### src/rtl/mesi_isc_pkg.sv
// Shared definitions for the MESI inter-cache coherence (ISC) unit.
//   - Coherence-bus command codes driven on the per-CPU command buses.
//   - Broadcast request type codes carried by the broadcast FIFO.
//   - State encoding of the broadcast sequencer, shared so other code can
//     name the states.
package mesi_isc_pkg;

    localparam logic [2:0] CBUS_CMD_NOP      = 3'd0;
    localparam logic [2:0] CBUS_CMD_WR_SNOOP = 3'd1;
    localparam logic [2:0] CBUS_CMD_RD_SNOOP = 3'd2;
    localparam logic [2:0] CBUS_CMD_EN_WR    = 3'd3;
    localparam logic [2:0] CBUS_CMD_EN_RD    = 3'd4;

    localparam logic [1:0] BROAD_TYPE_NOP = 2'd0;
    localparam logic [1:0] BROAD_TYPE_WR  = 2'd1;
    localparam logic [1:0] BROAD_TYPE_RD  = 2'd2;

    typedef enum logic [1:0] {
        SEQ_IDLE   = 2'd0,
        SEQ_SNOOP  = 2'd1,
        SEQ_ENABLE = 2'd2,
        SEQ_RETIRE = 2'd3
    } seq_state_e;

endpackage

### src/rtl/mesi_isc_broad_watchdog.sv
// Phase watchdog for the broadcast sequencer.
// Ports:
//   clk, rst    - clock, asynchronous active-high reset
//   i_clr       - restart the count (phase change); wins over i_inc
//   i_inc       - count this cycle (sequencer is waiting on acknowledges)
//   o_expire    - combinational: this edge completes TIMEOUT_CYCLES counts
//   o_timeout   - sticky error flag, cleared only by rst
module mesi_isc_broad_watchdog #(
    parameter int TIMEOUT_CYCLES = 1024
) (
    input  logic clk,
    input  logic rst,
    input  logic i_clr,
    input  logic i_inc,
    output logic o_expire,
    output logic o_timeout
);

    localparam int CNT_W = $clog2(TIMEOUT_CYCLES + 1);

    logic [CNT_W-1:0] r_cnt;
    logic             r_timeout;

    // Expiry is flagged on the edge that would take the count to the limit,
    // so the waiting phase lasts exactly TIMEOUT_CYCLES cycles.
    assign o_expire  = i_inc && (r_cnt == CNT_W'(TIMEOUT_CYCLES - 1));
    assign o_timeout = r_timeout;

    always_ff @(posedge clk or posedge rst) begin
        if (rst) begin
            r_cnt     <= '0;
            r_timeout <= 1'b0;
        end else begin
            if (i_clr) begin
                r_cnt <= '0;
            end else if (i_inc) begin
                r_cnt <= r_cnt + 1'b1;
            end
            if (o_expire) begin
                r_timeout <= 1'b1;
            end
        end
    end

endmodule

### src/rtl/mesi_isc_broad_sequencer.sv
// Broadcast sequencer of the MESI ISC unit. Pops one broadcast entry at a
// time, snoops the three non-source CPUs, then enables the source CPU and
// retires the entry with a one-cycle pop strobe.
// Ports:
//   clk, rst                    - clock, asynchronous active-high reset
//   broad_valid_i/type/cpu_id/id/addr - head of the broadcast FIFO
//   broad_pop_o                 - one-cycle pop strobe to the FIFO
//   cbus_addr_o                 - address of the active broadcast
//   cbus_cmd3_o..cbus_cmd0_o    - per-CPU coherence commands
//   cbus_ack3_i..cbus_ack0_i    - per-CPU command acknowledges
//   active_id_o                 - id of the entry in flight
//   busy_o                      - sequencer not idle
//   timeout_o                   - sticky watchdog error
module mesi_isc_broad_sequencer
    import mesi_isc_pkg::*;
#(
    parameter int ADDR_WIDTH       = 32,
    parameter int CBUS_CMD_WIDTH   = 3,
    parameter int BROAD_TYPE_WIDTH = 2,
    parameter int BROAD_ID_WIDTH   = 5,
    parameter int TIMEOUT_CYCLES   = 1024
) (
    input  logic                        clk,
    input  logic                        rst,
    input  logic                        broad_valid_i,
    input  logic [BROAD_TYPE_WIDTH-1:0] broad_type_i,
    input  logic [1:0]                  broad_cpu_id_i,
    input  logic [BROAD_ID_WIDTH-1:0]   broad_id_i,
    input  logic [ADDR_WIDTH-1:0]       broad_addr_i,
    output logic                        broad_pop_o,
    output logic [ADDR_WIDTH-1:0]       cbus_addr_o,
    output logic [CBUS_CMD_WIDTH-1:0]   cbus_cmd3_o,
    output logic [CBUS_CMD_WIDTH-1:0]   cbus_cmd2_o,
    output logic [CBUS_CMD_WIDTH-1:0]   cbus_cmd1_o,
    output logic [CBUS_CMD_WIDTH-1:0]   cbus_cmd0_o,
    input  logic                        cbus_ack3_i,
    input  logic                        cbus_ack2_i,
    input  logic                        cbus_ack1_i,
    input  logic                        cbus_ack0_i,
    output logic [BROAD_ID_WIDTH-1:0]   active_id_o,
    output logic                        busy_o,
    output logic                        timeout_o
);

    seq_state_e                          r_state, w_state_nxt;
    logic [3:0]                          r_mask, w_mask_nxt;
    logic [3:0]                          w_ack;
    logic                                r_is_rd, w_is_rd_nxt;
    logic [1:0]                          r_src, w_src_nxt;
    logic                                w_latch;
    logic                                w_type_wr, w_type_rd;
    logic [ADDR_WIDTH-1:0]               r_addr;
    logic [BROAD_ID_WIDTH-1:0]           r_id;
    logic                                r_pop;
    logic [3:0][CBUS_CMD_WIDTH-1:0]      r_cmd, w_cmd_nxt;
    logic                                w_wd_clr, w_wd_inc, w_wd_expire;

    assign w_ack     = {cbus_ack3_i, cbus_ack2_i, cbus_ack1_i, cbus_ack0_i};
    assign w_type_wr = (broad_type_i == BROAD_TYPE_WIDTH'(BROAD_TYPE_WR));
    assign w_type_rd = (broad_type_i == BROAD_TYPE_WIDTH'(BROAD_TYPE_RD));

    assign w_wd_clr = (w_state_nxt != r_state);
    assign w_wd_inc = (r_state == SEQ_SNOOP) || (r_state == SEQ_ENABLE);

    mesi_isc_broad_watchdog #(
        .TIMEOUT_CYCLES(TIMEOUT_CYCLES)
    ) u_watchdog (
        .clk      (clk),
        .rst      (rst),
        .i_clr    (w_wd_clr),
        .i_inc    (w_wd_inc),
        .o_expire (w_wd_expire),
        .o_timeout(timeout_o)
    );

    // Next state and ack tracking.
    always_comb begin
        w_state_nxt = r_state;
        w_mask_nxt  = r_mask;
        w_latch     = 1'b0;
        unique case (r_state)
            SEQ_IDLE: begin
                if (broad_valid_i) begin
                    if (w_type_wr || w_type_rd) begin
                        w_latch     = 1'b1;
                        w_mask_nxt  = 4'hF & ~(4'b0001 << broad_cpu_id_i);
                        w_state_nxt = SEQ_SNOOP;
                    end else begin
                        // NOP / reserved types are dropped without bus traffic.
                        w_state_nxt = SEQ_RETIRE;
                    end
                end
            end
            SEQ_SNOOP: begin
                // Acks from CPUs no longer pending fall out of the AND.
                w_mask_nxt = r_mask & ~w_ack;
                if (w_wd_expire || (w_mask_nxt == 4'h0)) begin
                    w_state_nxt = w_wd_expire ? SEQ_RETIRE : SEQ_ENABLE;
                end
            end
            SEQ_ENABLE: begin
                if (w_wd_expire || w_ack[r_src]) begin
                    w_state_nxt = SEQ_RETIRE;
                end
            end
            SEQ_RETIRE: begin
                w_state_nxt = SEQ_IDLE;
            end
            default: begin
                w_state_nxt = SEQ_IDLE;
            end
        endcase
        if (w_state_nxt == SEQ_RETIRE) begin
            w_mask_nxt = 4'h0;
        end
    end

    // Commands are computed from the next state so they line up with it
    // once registered.
    assign w_is_rd_nxt = w_latch ? w_type_rd : r_is_rd;
    assign w_src_nxt   = w_latch ? broad_cpu_id_i : r_src;

    always_comb begin
        w_cmd_nxt = '0;
        for (int i = 0; i < 4; i++) begin
            if ((w_state_nxt == SEQ_SNOOP) && w_mask_nxt[i]) begin
                w_cmd_nxt[i] = CBUS_CMD_WIDTH'(w_is_rd_nxt ? CBUS_CMD_RD_SNOOP
                                                            : CBUS_CMD_WR_SNOOP);
            end else if ((w_state_nxt == SEQ_ENABLE) && (w_src_nxt == 2'(i))) begin
                w_cmd_nxt[i] = CBUS_CMD_WIDTH'(w_is_rd_nxt ? CBUS_CMD_EN_RD
                                                            : CBUS_CMD_EN_WR);
            end
        end
    end

    always_ff @(posedge clk or posedge rst) begin
        if (rst) begin
            r_state <= SEQ_IDLE;
            r_mask  <= 4'h0;
            r_is_rd <= 1'b0;
            r_src   <= 2'd0;
            r_addr  <= '0;
            r_id    <= '0;
            r_pop   <= 1'b0;
            r_cmd   <= '0;
        end else begin
            r_state <= w_state_nxt;
            r_mask  <= w_mask_nxt;
            r_is_rd <= w_is_rd_nxt;
            r_src   <= w_src_nxt;
            r_pop   <= (w_state_nxt == SEQ_RETIRE);
            r_cmd   <= w_cmd_nxt;
            if (w_latch) begin
                r_addr <= broad_addr_i;
                r_id   <= broad_id_i;
            end
        end
    end

    assign broad_pop_o = r_pop;
    assign cbus_addr_o = r_addr;
    assign active_id_o = r_id;
    assign busy_o      = (r_state != SEQ_IDLE);
    assign cbus_cmd3_o = r_cmd[3];
    assign cbus_cmd2_o = r_cmd[2];
    assign cbus_cmd1_o = r_cmd[1];
    assign cbus_cmd0_o = r_cmd[0];

endmodule

### config.mk
export PLATFORM = sky130hd
export DESIGN_NAME = mesi_isc_broad_sequencer
export DESIGN_NICKNAME = d
export VERILOG_FILES = /design/src/rtl/mesi_isc_pkg.sv /design/src/rtl/mesi_isc_broad_watchdog.sv /design/src/rtl/mesi_isc_broad_sequencer.sv
export SDC_FILE = /design/constraint.sdc
export NUM_CORES = 1
export LEC_CHECK = 0
export ABC_AREA = 1
export CAP_MARGIN = 10
export CORE_MARGIN = 8
export CORE_UTILIZATION = 35
export DETAILED_ROUTE_END_ITERATION = 8
export PLACE_DENSITY = 0.64
export REMOVE_ABC_BUFFERS = 1
export SYNTH_ARGS = -nofsm -noshare
export SYNTH_HDL_FRONTEND = slang
export SYNTH_HIERARCHICAL = 1
export SYNTH_SLANG_ARGS = --single-unit
### constraint.sdc
create_clock -name clk -period 6.3 [get_ports clk]
set_input_delay 1.26 -clock clk [delete_from_list [all_inputs] [get_ports clk]]
set_output_delay 1.26 -clock clk [all_outputs]
set_load 0.05 [all_outputs]
### Word level (Yosys, flattened, before mapping)

Index checks and enable logic that the tools add are counted.

* register bits: 71
* output and inout bits: 52
* bits of input ports: 48

* $add $sub $neg: 1
* eq/ne operators: 13
* shifts and indexed selects: 1
* bitwise operators: 3
* $lt $le $gt $ge: 1
* reductions and logical operators: 18
* muxes and demuxes: 29

Operators with widths (number)
* $mux 3: 9
* $mux 11: 2
* $eq 2x2->1 const B: 7
* $mux 2: 6
* $mux 4: 3
* $add 11x1->11 const B: 1
* $eq 11x10->1 const B: 1
* $logic_and 1x1->1: 9
* $eq 2x1->1 const B: 4
* $not 4->4: 2
* $pmux 2 s4: 1
* $pmux 4 s2: 1
* $mux 1: 6
* $and 4x4->4: 1
* $logic_not 2->1: 2
* $logic_not 4->1: 1
* $logic_or 1x1->1: 4
* $reduce_bool 2->1: 2
* $shl 1x2->4 const A: 1
* $lt 2x3->1 const B: 1
* $bmux 1 s2: 1
* $ne 2x2->1: 1

### Depth between registers and ports, before layout

* depth in word-level cells: 10
* depth in mapped cells: 18
* depth with buffers taken out: 18

### Cells and area by module

The synthesis kept the hierarchy.

Modules (own cells, without submodules)
* mesi_isc_broad_sequencer: area each 2632.5 µm², times used 1, cells an instance 315
* mesi_isc_broad_watchdog: area each 644.4 µm², times used 1, cells an instance 88

### Worst setup path before layout

OpenSTA, ideal clock, no wires.

* path type: input port to flip-flop
* start: input port broad_type_i[0]
* end: register u_watchdog.r_cnt[9]
* arrival: 2.809 ns
* setup time: 0.117 ns
* setup slack: 3.375 ns
* stages on the path: 15
* cell sequence: inv_1 ha_1 nand2_1 o21ai_0 nor2_1 a21oi_2 buf_4 nand2_1 nand3_1 nor2_2 nor2_4 nand3_1 nand2_1 nand2_1 nor2_1

* word-level cells in the longest chain between the ends: 7
* elaborated cells between the ends (all ways): 9
* those cells by class: eq/ne: 3; mux: 4; reduce/logical: 2

Ends and longest elaborated chain
* start, declared: RTL line mesi_isc_broad_sequencer.sv:26 `input logic [BROAD_TYPE_WIDTH-1:0] broad_type_i,`
* $eq 2x1->1 / $eq 2x2->1 (equally long branches): RTL line mesi_isc_broad_sequencer.sv:59, mesi_isc_broad_sequencer.sv:60
* $logic_or 1x1->1 (*): RTL line mesi_isc_broad_sequencer.sv:84 `if (w_type_wr || w_type_rd) begin`
* $mux 2 (*): RTL line mesi_isc_broad_sequencer.sv:84
* $mux 2 (*): RTL line mesi_isc_broad_sequencer.sv:83 `if (broad_valid_i) begin`
* $pmux 2 s4 (*): RTL line mesi_isc_broad_sequencer.sv:81 `unique case (r_state)`
* named net w_state_nxt[1]: RTL line mesi_isc_broad_sequencer.sv:45 `seq_state_e r_state, w_state_nxt;`
* $ne 2x2->1 (*): RTL line mesi_isc_broad_sequencer.sv:62 `assign w_wd_clr = (w_state_nxt != r_state);`
* named net w_wd_clr: RTL line mesi_isc_broad_sequencer.sv:56 `logic w_wd_clr, w_wd_inc, w_wd_expire;`
* $mux 11 / $reduce_bool 2->1 (equally long branches)
* end signal, assigned: RTL line mesi_isc_broad_watchdog.sv:37 `r_cnt <= r_cnt + 1'b1;`
* end, declared: RTL line mesi_isc_broad_watchdog.sv:21 `logic [CNT_W-1:0] r_cnt;`

Mark *: on every way through the listed nets, which the timed path passes. The rest lies on a longest branch.
A chain may end at the register's enable or synchronous reset.

==> impl_metrics.ini <==
[outcome]
status = finished, final reports clean

[sta]
max_freq_mhz = 271
rsz0062_at_grt = false
fin_crit_sh_pct = 58.7
clock_skew_ns = 0.00868
whs_ns = 0.460
period_needed_ns = 3.70
finalSetupTns_ns = 0
slew_headroom_pct = 52.4
tightestPinTransition_ns = 0.714
maxSlewViolCount = 0
setup_slack_ns = 2.60
hold_viol_final = 0
setup_violations = 0

[power_and_ir_drop]
leakagePower_nw = 2.27
max-vdd-ir-drop_uv = 197
p_per_area_nw_per_um2 = 524
totalPowerFinal_mw = 2.37

[worst_setup_path]
crit_required_ns = 6.57
path_buf_inv = 4
cp-end-kind = register
critical-path-max-stage-delay_ns = 0.59
start_kind = input port
cp_max_fo = 43
critPathTopFamily = buffers and inverters
arrival_ns = 3.97
slowest_stage = inv_2
critPathKind = in2reg
path_cells = clkdlybuf4s50_1, inv_1, ha_1, nor2_4, nand2_4, inv_2, or2_1, o21ai_2, inv_1, nand3_1, nand2_1
worst_path_most_repeated_cell = inv_1

[routing]
dr_total_vias = 2859
routedWlPerCell_um = 13.4
routed_wl_mm = 8.27
first_pass_iters = 4
drtIter0Drc = 182
drc = 0
ant_nets = 0
vias_per_cell = 4.63

[clock_network]
cts_root_buf = clkbuf_8
cts_resized = 0
htreeDepth = 3
numCtsBuffers = 9
cts.sinks = 71
insertion_delay_ns = 0.33
clockBufferDepth = 2
cts_tree = done
post_cts.repair.setup_buffers = 0
holdBufCountCts = 0
cts.clk_slew.worst_paths_ns = 0.08

[placement]
dp_cells = 603
pre_cts_slack_ns = 2.22
hpwl_mm = 6.15
port_buffers = 99
gp_congestion = 0.852

[synthesis]
synth_top_family_by_area = simple AND/OR/NAND/NOR gates
synth-compound-area-share_pct = 6.19
yosys.area_share.adder_pct = 2.29
yosys.area.top_type = dfrtp_1
seq_area_frac_synth_pct = 54.2
yosysUniqueCellTypes = 31
synth.avg_cell_area_um2 = 8.13
synth-seq-cells = 71
yosys.area_share.xor_xnor_pct = 0.267
yosysTopAreaCellShare_pct = 54.2
synthSimpleGateAreaFrac_pct = 30.8
synth_area_um2 = 3280
netlist_instances = 403
synth_warnings = 6
synth_mux_area_share_pct = 0
yosys-top-cells-area = dfrtp_1 (54%), nand2_1 (19%), nand3_1 (4.0%)

[die]
fp-row-count = 35
coreArea_um2 = 9150
die_height_um = 113
pin_count = 100
die_x_um = 113
die_area_um2 = 12700
initial_core_util_pct = 35.8

[global_route]
grt_pass1_vias = 2846
grt_start_max_net_pins = 57
grt_pass1_wl_mm = 14.0
gr-total-overflow = 0
grt_antenna_before_repair = 0
track_usage_pct = 13.6

[run]
cap_violations = 0

[final_layout]
final_nets = 557
layout_common_cells = nand2_1 (170), clkdlybuf4s50_1 (99), dfrtp_1 (71), inv_1 (33), nor2_1 (32)
syn_to_final_growth_pct = 37.8
drive_gt1_share_pct = 6.51
fin_cells = 618
num_antenna_cells = 0
layout.cells.most_common = nand2_1
fillers = 854

[worst_hold_path]
hp-class = reg2reg
[flip-flops by register name, summed over array words and instances, names as in the netlist, 2 cells and up]
name	cells
cbus_addr_o	32
u_watchdog/r_cnt	11
active_id_o	5
r_mask	4
cbus_cmd0_o	3
cbus_cmd1_o	3
cbus_cmd2_o	3
cbus_cmd3_o	3
r_src	2
r_state	2
[metrics by stage]
| stage | instance area [um^2] | utilization [%] |
|---|---|---|
| after detailed placement | 4350 | 47.5 |
| after floorplan | 3210 | - |
| after CTS | 4510 | 49.3 |
| final | 4510 | 49.3 |
| after global placement | 4350 | 47.5 |
| after global routing | 4510 | 49.3 |
[worst register-to-register path, cell delays in order, from the launching register on]
cell and delay, ns:
dfrtp_1 0.43, inv_1 0.11, ha_1 0.40, nand3b_1 0.13, nor4_1 0.53, nor2_1 0.10, o21ai_1 0.10, nand2_1 0.07
a21oi_2 0.46, inv_1 0.17, nand2_1 0.10, nand3_1 0.17, nor2_2 0.30, nor2_4 0.09, nand3_1 0.10, nand2_1 0.06
nand2_1 0.05, nor2_1 0.04
[where the power goes]
part | total, mW | internal, mW | switching, mW
logic | 1.36 | 0.420 | 0.943
registers | 0.700 | 0.616 | 0.0836
clock network | 0.304 | 0.139 | 0.165
[cell type report]
class | count | area [um^2] | area share [%]
well taps | 111 | 139 | 3.08
repair buffers | 100 | 998 | 22.1
clock inverters | 6 | 38.8 | 0.859
flip-flops and latches | 71 | 1780 | 39.4
multi-input cells | 283 | 1290 | 28.7
inverters | 38 | 143 | 3.16
clock buffers | 9 | 124 | 2.74
[layer usage]
metal  vias up  global-route usage (%)  share of wire (%)
met2        84                    20.0                 43
met5         -                       0                  0
met3        10                    3.46                5.7
met1      1314                    18.5                 50
met4         0                    5.67                1.5
li1       1451                       -                  -
[path summary, 6_finish.rpt]
check                                      from              endpoint  depth (start not counted)  slack [ns]
setup / recovery                broad_type_i[0]        cbus_cmd2_o[1]                         11        2.60
hold / removal             u_watchdog/o_timeout  u_watchdog/o_timeout                          1        0.46
setup reg to reg                     r_state[1]   u_watchdog/r_cnt[9]                         17        2.80
hold reg to reg            u_watchdog/o_timeout  u_watchdog/o_timeout                          1        0.46
max in group asynchronous                   rst            r_state[0]                          3        4.28
min in group asynchronous                   rst       cbus_addr_o[23]                          2        1.13
[cells in the mapped netlist, drive strengths merged]
library cell,count
a21boi,1
a21o,1
a21oi,9
a31oi,4
buf,8
clkbuf,3
dfrtp,71
ha,6
inv,38
nand2,171
nand3,26
nand3b,1
nand4,4
nor2,37
nor3,2
nor4,1
o21a,2
o21ai,16
or2,1
xnor2,1
[kinds of logic after synthesis]
group                    count (synthesis)
XOR/XNOR                                 1
AO/OA/AOI/OAI                           33
adder cells (fa/ha/maj)                  6
buffers and inverters                   49
AND/OR/NAND/NOR                        243
flip-flops                              71
Note: power is estimated with default switching activity, not from simulation.
